[src/rtl/button_press_classifier.sv]
// ---------------------------------------------------------------------------
// button_press_classifier
//   Turns debounced, active-high button levels into one-cycle event pulses
//   per channel: short press, long press and, when BTN_DBLCLICK_EN is
//   defined, double click. Each channel has its own FSM and press counter.
//   Channels never interact.
//
//   Optional feature macro: BTN_DBLCLICK_EN
//     undefined : no double-click detection, dbl_pulse tied to 0,
//                 short_pulse appears 1 cycle after the first low sample.
//     defined   : a release opens a gap window of DBL_GAP low samples; a
//                 re-press inside it becomes a double click, otherwise the
//                 short_pulse is emitted when the window closes.
//
// Ports
//   CLK          in   system clock, all logic on posedge
//   RST          in   synchronous reset, active-high
//   btn_level    in   [NB] debounced levels, 1 = pressed, synchronous to CLK
//   short_pulse  out  [NB] 1-cycle pulse: short press completed
//   long_pulse   out  [NB] 1-cycle pulse: long threshold reached while held
//   dbl_pulse    out  [NB] 1-cycle pulse: double click
//   held         out  [NB] level: channel is in LONG (long press still held)
//
// State  | meaning
// -------+------------------------------------------------------------------
// WAIT_REL | after reset; wait for a low level before accepting a press
// IDLE     | released, waiting for a press
// PRESS    | first press in progress, cnt = high samples so far
// LONG     | long threshold reached, button still held
// GAP      | (macro) released after a short press, cnt = low samples so far
// PRESS2   | (macro) second press of a possible double click
// ---------------------------------------------------------------------------
module button_press_classifier #(
  parameter int NB          = 4,
  parameter int LONG_CYCLES = 12_000_000,
  parameter int DBL_GAP     = 3_000_000,
  parameter int CNT_W       = 24
) (
  input  logic          CLK,
  input  logic          RST,
  input  logic [NB-1:0] btn_level,
  output logic [NB-1:0] short_pulse,
  output logic [NB-1:0] long_pulse,
  output logic [NB-1:0] dbl_pulse,
  output logic [NB-1:0] held
);

  // Elaboration-time sanity check on the counter sizing.
  if (LONG_CYCLES < 2 || DBL_GAP < 2 ||
      (longint'(LONG_CYCLES) >> CNT_W) != 0 ||
      (longint'(DBL_GAP) >> CNT_W) != 0) begin : g_bad_params
    $error("button_press_classifier: LONG_CYCLES/DBL_GAP must be >= 2 and fit in CNT_W");
  end

  localparam logic [CNT_W-1:0] LONG_TC = CNT_W'(LONG_CYCLES - 1);
  localparam logic [CNT_W-1:0] CNT_ONE = CNT_W'(1);

`ifdef BTN_DBLCLICK_EN
  localparam logic [CNT_W-1:0] GAP_TC = CNT_W'(DBL_GAP);

  typedef enum logic [2:0] {
    WAIT_REL,
    IDLE,
    PRESS,
    LONG,
    GAP,
    PRESS2
  } state_t;
`else
  typedef enum logic [1:0] {
    WAIT_REL,
    IDLE,
    PRESS,
    LONG
  } state_t;
`endif

  for (genvar i = 0; i < NB; i++) begin : g_ch
    state_t           state;
    logic [CNT_W-1:0] cnt;
    logic             short_r;
    logic             long_r;
    logic             held_r;
`ifdef BTN_DBLCLICK_EN
    logic             dbl_r;
`endif

    always_ff @(posedge CLK) begin
      if (RST) begin
        state   <= WAIT_REL;
        cnt     <= '0;
        short_r <= 1'b0;
        long_r  <= 1'b0;
        held_r  <= 1'b0;
`ifdef BTN_DBLCLICK_EN
        dbl_r   <= 1'b0;
`endif
      end else begin
        // pulses default low so each one lasts exactly one cycle
        short_r <= 1'b0;
        long_r  <= 1'b0;
`ifdef BTN_DBLCLICK_EN
        dbl_r   <= 1'b0;
`endif
        case (state)
          WAIT_REL: begin
            // a button held through reset must be released before it counts
            if (!btn_level[i]) state <= IDLE;
          end
          IDLE: begin
            if (btn_level[i]) begin
              state <= PRESS;
              cnt   <= CNT_ONE;
            end
          end
`ifdef BTN_DBLCLICK_EN
          PRESS, PRESS2: begin
`else
          PRESS: begin
`endif
            if (btn_level[i]) begin
              if (cnt == LONG_TC) begin
                long_r <= 1'b1;
                held_r <= 1'b1;
                state  <= LONG;
              end else begin
                cnt <= cnt + CNT_ONE;
              end
            end else begin
`ifdef BTN_DBLCLICK_EN
              if (state == PRESS2) begin
                dbl_r <= 1'b1;
                state <= IDLE;
              end else begin
                state <= GAP;
                cnt   <= CNT_ONE;
              end
`else
              short_r <= 1'b1;
              state   <= IDLE;
`endif
            end
          end
          LONG: begin
            // release after a long press is silent
            if (!btn_level[i]) begin
              held_r <= 1'b0;
              state  <= IDLE;
            end
          end
`ifdef BTN_DBLCLICK_EN
          GAP: begin
            if (btn_level[i]) begin
              // first press is absorbed into the double click
              state <= PRESS2;
              cnt   <= CNT_ONE;
            end else if (cnt == GAP_TC) begin
              short_r <= 1'b1;
              state   <= IDLE;
            end else begin
              cnt <= cnt + CNT_ONE;
            end
          end
`endif
          default: state <= WAIT_REL;
        endcase
      end
    end

    assign short_pulse[i] = short_r;
    assign long_pulse[i]  = long_r;
    assign held[i]        = held_r;
`ifdef BTN_DBLCLICK_EN
    assign dbl_pulse[i]   = dbl_r;
`else
    assign dbl_pulse[i]   = 1'b0;
`endif
  end

endmodule

[config.mk]
export PLATFORM = sky130hd
export DESIGN_NAME = button_press_classifier
export DESIGN_NICKNAME = d
export VERILOG_FILES = /design/src/rtl/button_press_classifier.sv
export SDC_FILE = /design/constraint.sdc
export NUM_CORES = 1
export LEC_CHECK = 0
export ABC_AREA = 1
export CAP_MARGIN = 25
export CORE_UTILIZATION = 26
export CTS_CLUSTER_DIAMETER = 200
export CTS_CLUSTER_SIZE = 30
export DETAILED_ROUTE_END_ITERATION = 6
export SLEW_MARGIN = 15
export SYNTH_ARGS = -nofsm -noshare
export SYNTH_HDL_FRONTEND = slang
export SYNTH_SLANG_ARGS = --single-unit
[constraint.sdc]
create_clock -name CLK -period 2 [get_ports CLK]
set_clock_uncertainty 0.1 [all_clocks]
set_input_delay 0.2 -clock CLK [delete_from_list [all_inputs] [get_ports CLK]]
set_output_delay 0.2 -clock CLK [all_outputs]
set_load 0.01 [all_outputs]
==> results_dict.tcl <==
set metrics [dict create \
    synth_top_area_share_pct 29.74 \
    end_kind "flip-flop" \
    grt_first_pass_wirelength_um 32270 \
    critPathArrivalTime_ns 2.09 \
    syn_area_um2 7809 \
    final_antenna_net_count 0 \
    worst_pin_slew_ns 0.7421 \
    cts_inserted_buffers 17 \
    antenna_cells 0 \
    yosys.area.top_type "dfxtp_1" \
    mostFrequentLayoutCells "nand2_1 (322), nor2_1 (223), inv_1 (141)" \
    dpl_cell_area_um2 8426 \
    p_per_area_nw_per_um2 872.9 \
    rows 63 \
    crit_slowest_cell "dfxtp_2" \
    hold_end "g_ch[1].state[0]" \
    ys_seq_area_share_pct 29.74 \
    crit_chain "ha_1, nand2_2, nor2_4, nand2_2, clkinv_2, nand3_4, nand2_8, buf_4, nand3_1, a21oi_1" \
    grt_usage_pct 12.58 \
    hold_viol_final 0 \
    remaining_drc_errors 0 \
    final_area_um2 9166 \
    r2r-end "g_ch[1].cnt[13]" \
    critical_path.max_stage_delay_ns 0.37 \
    crit_path_start_kind "flip-flop" \
    synth_seq_cells 116 \
    min_period_over_period_pct 92.58 \
    drtPass1Iterations 5 \
    final_util_pct 31.01 \
    dr.first_iter.drc_count 414 \
    clk_pin_slew_ns 0.06 \
    period_needed_ns 1.852 \
    initial_utilization_pct 26.42 \
    die_height_um 175.3 \
    nets 1308 \
    final_common_cell "nand2_1" \
    antenna_found_initial 0 \
    path_max_fanout 11 \
    syn_to_final_growth_pct 17.39 \
    port-buffer-count 17 \
    grt_remaining_overflow 0 \
    grt_pass1_vias 6910 \
    setup_viol 0 \
    num_vias 7525 \
    gp_congestion 0.8769 \
    maxCapViolCount 0 \
    cpMostUsedCell "nand2_2" \
    ys_types 36 \
    io_pins 22 \
    dp_hpwl_um 13320 \
    vias_per_cell 4.466 \
    cts_num_sinks 116 \
    cts_htree_levels 4 \
    fmax_mhz 540.0 \
    coreArea_um2 29560 \
    synthTopCellsByArea "dfxtp_1 (30%), nand2_1 (16%), nor2_1 (11%), nand3_1 (8.2%), inv_1 (6.8%)" \
    reg2reg_from "g_ch[1].cnt[0]" \
    cts_tree "built" \
    r2r_cells 10 \
    crit_required_ns 2.24 \
    hold_class "in2reg" \
    hold_start "RST" \
    ys_warn_count 0 \
    r2r_slack_ns 0.15 \
    vdd_ir_drop_max_v 0.0005109 \
    status "finished clean" \
    avgSynthCellArea_um2 6.217 \
    grt_max_degree 67 \
    synthCells 1256 \
    insertion_delay_ns 0.43 \
    routedWlPerCell_um 11.12 \
    slew_viol_final 0 \
    layout-drive-gt1-share_pct 10.73 \
    cts_buffer_depth 2 \
    die_area_um2 30730 \
    die_w_um 175.3 \
    clock-root-buffer "clkbuf_16" \
    power.leakage_uw 0.003365 \
    hold_depth 4 \
    relSlewSlack_pct 50.52 \
    crit_type "reg2reg" \
    finalWirelength_um 18740 \
]
==> worst max-delay path by stage <==
stage | endpoint | slack (ns) | from | depth (start not counted)
after global placement | g_ch[0].cnt[6] | 0.05 | g_ch[0].cnt[0] | 10
after detailed placement | g_ch[1].cnt[21] | -0.01 | g_ch[1].cnt[0] | 12
after CTS | g_ch[1].cnt[10] | 0.02 | g_ch[1].cnt[0] | 12
after floorplan | g_ch[3].cnt[10] | 0.23 | g_ch[3].state[0] | 9
after global routing | g_ch[1].cnt[2] | -0.008 | g_ch[1].state[0] | 8
final | g_ch[1].cnt[13] | 0.15 | g_ch[1].cnt[0] | 10
==> cells in the mapped netlist <==
cell type / count
o21ba_2: 2
ha_1: 20
clkbuf_2: 1
nor3_1: 22
buf_6: 5
clkinv_2: 2
nor2_2: 10
buf_2: 13
o21bai_1: 2
nand3_1: 128
xor2_1: 31
nand2_4: 7
nand2_1: 324
nand3_2: 13
conb_1: 1
a21oi_1: 73
nor2_4: 6
nand3b_1: 3
nor3_2: 1
xnor2_1: 5
buf_4: 19
inv_2: 5
clkinv_1: 3
inv_1: 141
dfxtp_1: 116
nor3_4: 1
and2_1: 3
nor2_1: 224
nand3_4: 3
nor3b_1: 2
nand2_2: 10
a21boi_0: 1
nand4_1: 34
clkbuf_1: 15
o21ai_0: 7
o31ai_1: 3
==> per-stage QoR <==
step                      setup slack [ns]  instances  total power, uW  hold slack, ns   TNS (ns)
after floorplan                     0.2278       1259             4099          0.1793          0
after global placement             0.05493       1650             4538          0.3431          0
after detailed placement          -0.01121       1650             4561          0.3609   -0.01121
after CTS                          0.01674       1682             7982          0.2187          0
after global routing             -0.007871       1685             8484          0.2621  -0.007871
final                               0.1483       1685             8001          0.2385          0
==> sequential cells by signal (all words and copies together), names as in the netlist <==
register / count
g_ch.cnt: 96
g_ch.long_r: 4
g_ch.state: 8
g_ch.short_r: 4
g_ch.held_r: 4
==> where the power goes <==
group | switching (uW) | total, uW | internal, uW | leakage (uW)
clock network | 1130 | 3380 | 2240 | 0.000306
logic | 1430 | 2060 | 631 | 0.00212
registers | 129 | 2570 | 2440 | 0.000938
==> layer usage <==
metal  part of all wire [%]  GRT usage (%)  wire (um)
met5                      0              0          0
met4                    1.3          3.877        251
met3                    3.2          2.792        592
met2                     46          20.87       8656
met1                     49          16.18       9236
==> kinds of logic after synthesis <==
| logic type | after synthesis | synth area share (%) |
|---|---|---|
| buf+inv | 204 | 11.46 |
| other cells | 1 | 0.04802 |
| fa+ha+maj | 20 | 3.205 |
| simple gates | 791 | 45.55 |
| xor+xnor | 36 | 4.038 |
| compound gates | 88 | 5.961 |
| flops | 116 | 29.74 |
==> repair_timing <==
action                     4_1_cts  5_1_grt
setup endpoints to repair        5       57
buffers inserted                 0        1
resized for setup                1       14
hold buffers                     0        0
gates cloned                     0        2
pin swaps                        0        2
==> critical path: cells and delay by family, from the launching register on <==
kind	cells	cell delay (ns)
buffers and inverters	2	0.28
adder cells (fa/ha/maj)	1	0.19
AO/OA/AOI/OAI	1	0.15
flip-flops	1	0.37
AND/OR/NAND/NOR	6	0.67
==> final cells by class <==
class,count,area (um2)
multi-input combinational,940,4667
clock inverter,12,203.9
timing repair inverter,1,7.507
tap,390,488.0
clock buffer,20,446.7
timing repair buffer,55,454.2
sequential,116,2326
fill,3243,20390
inverter,151,573.1
Note: power is estimated with default switching activity, not from simulation.
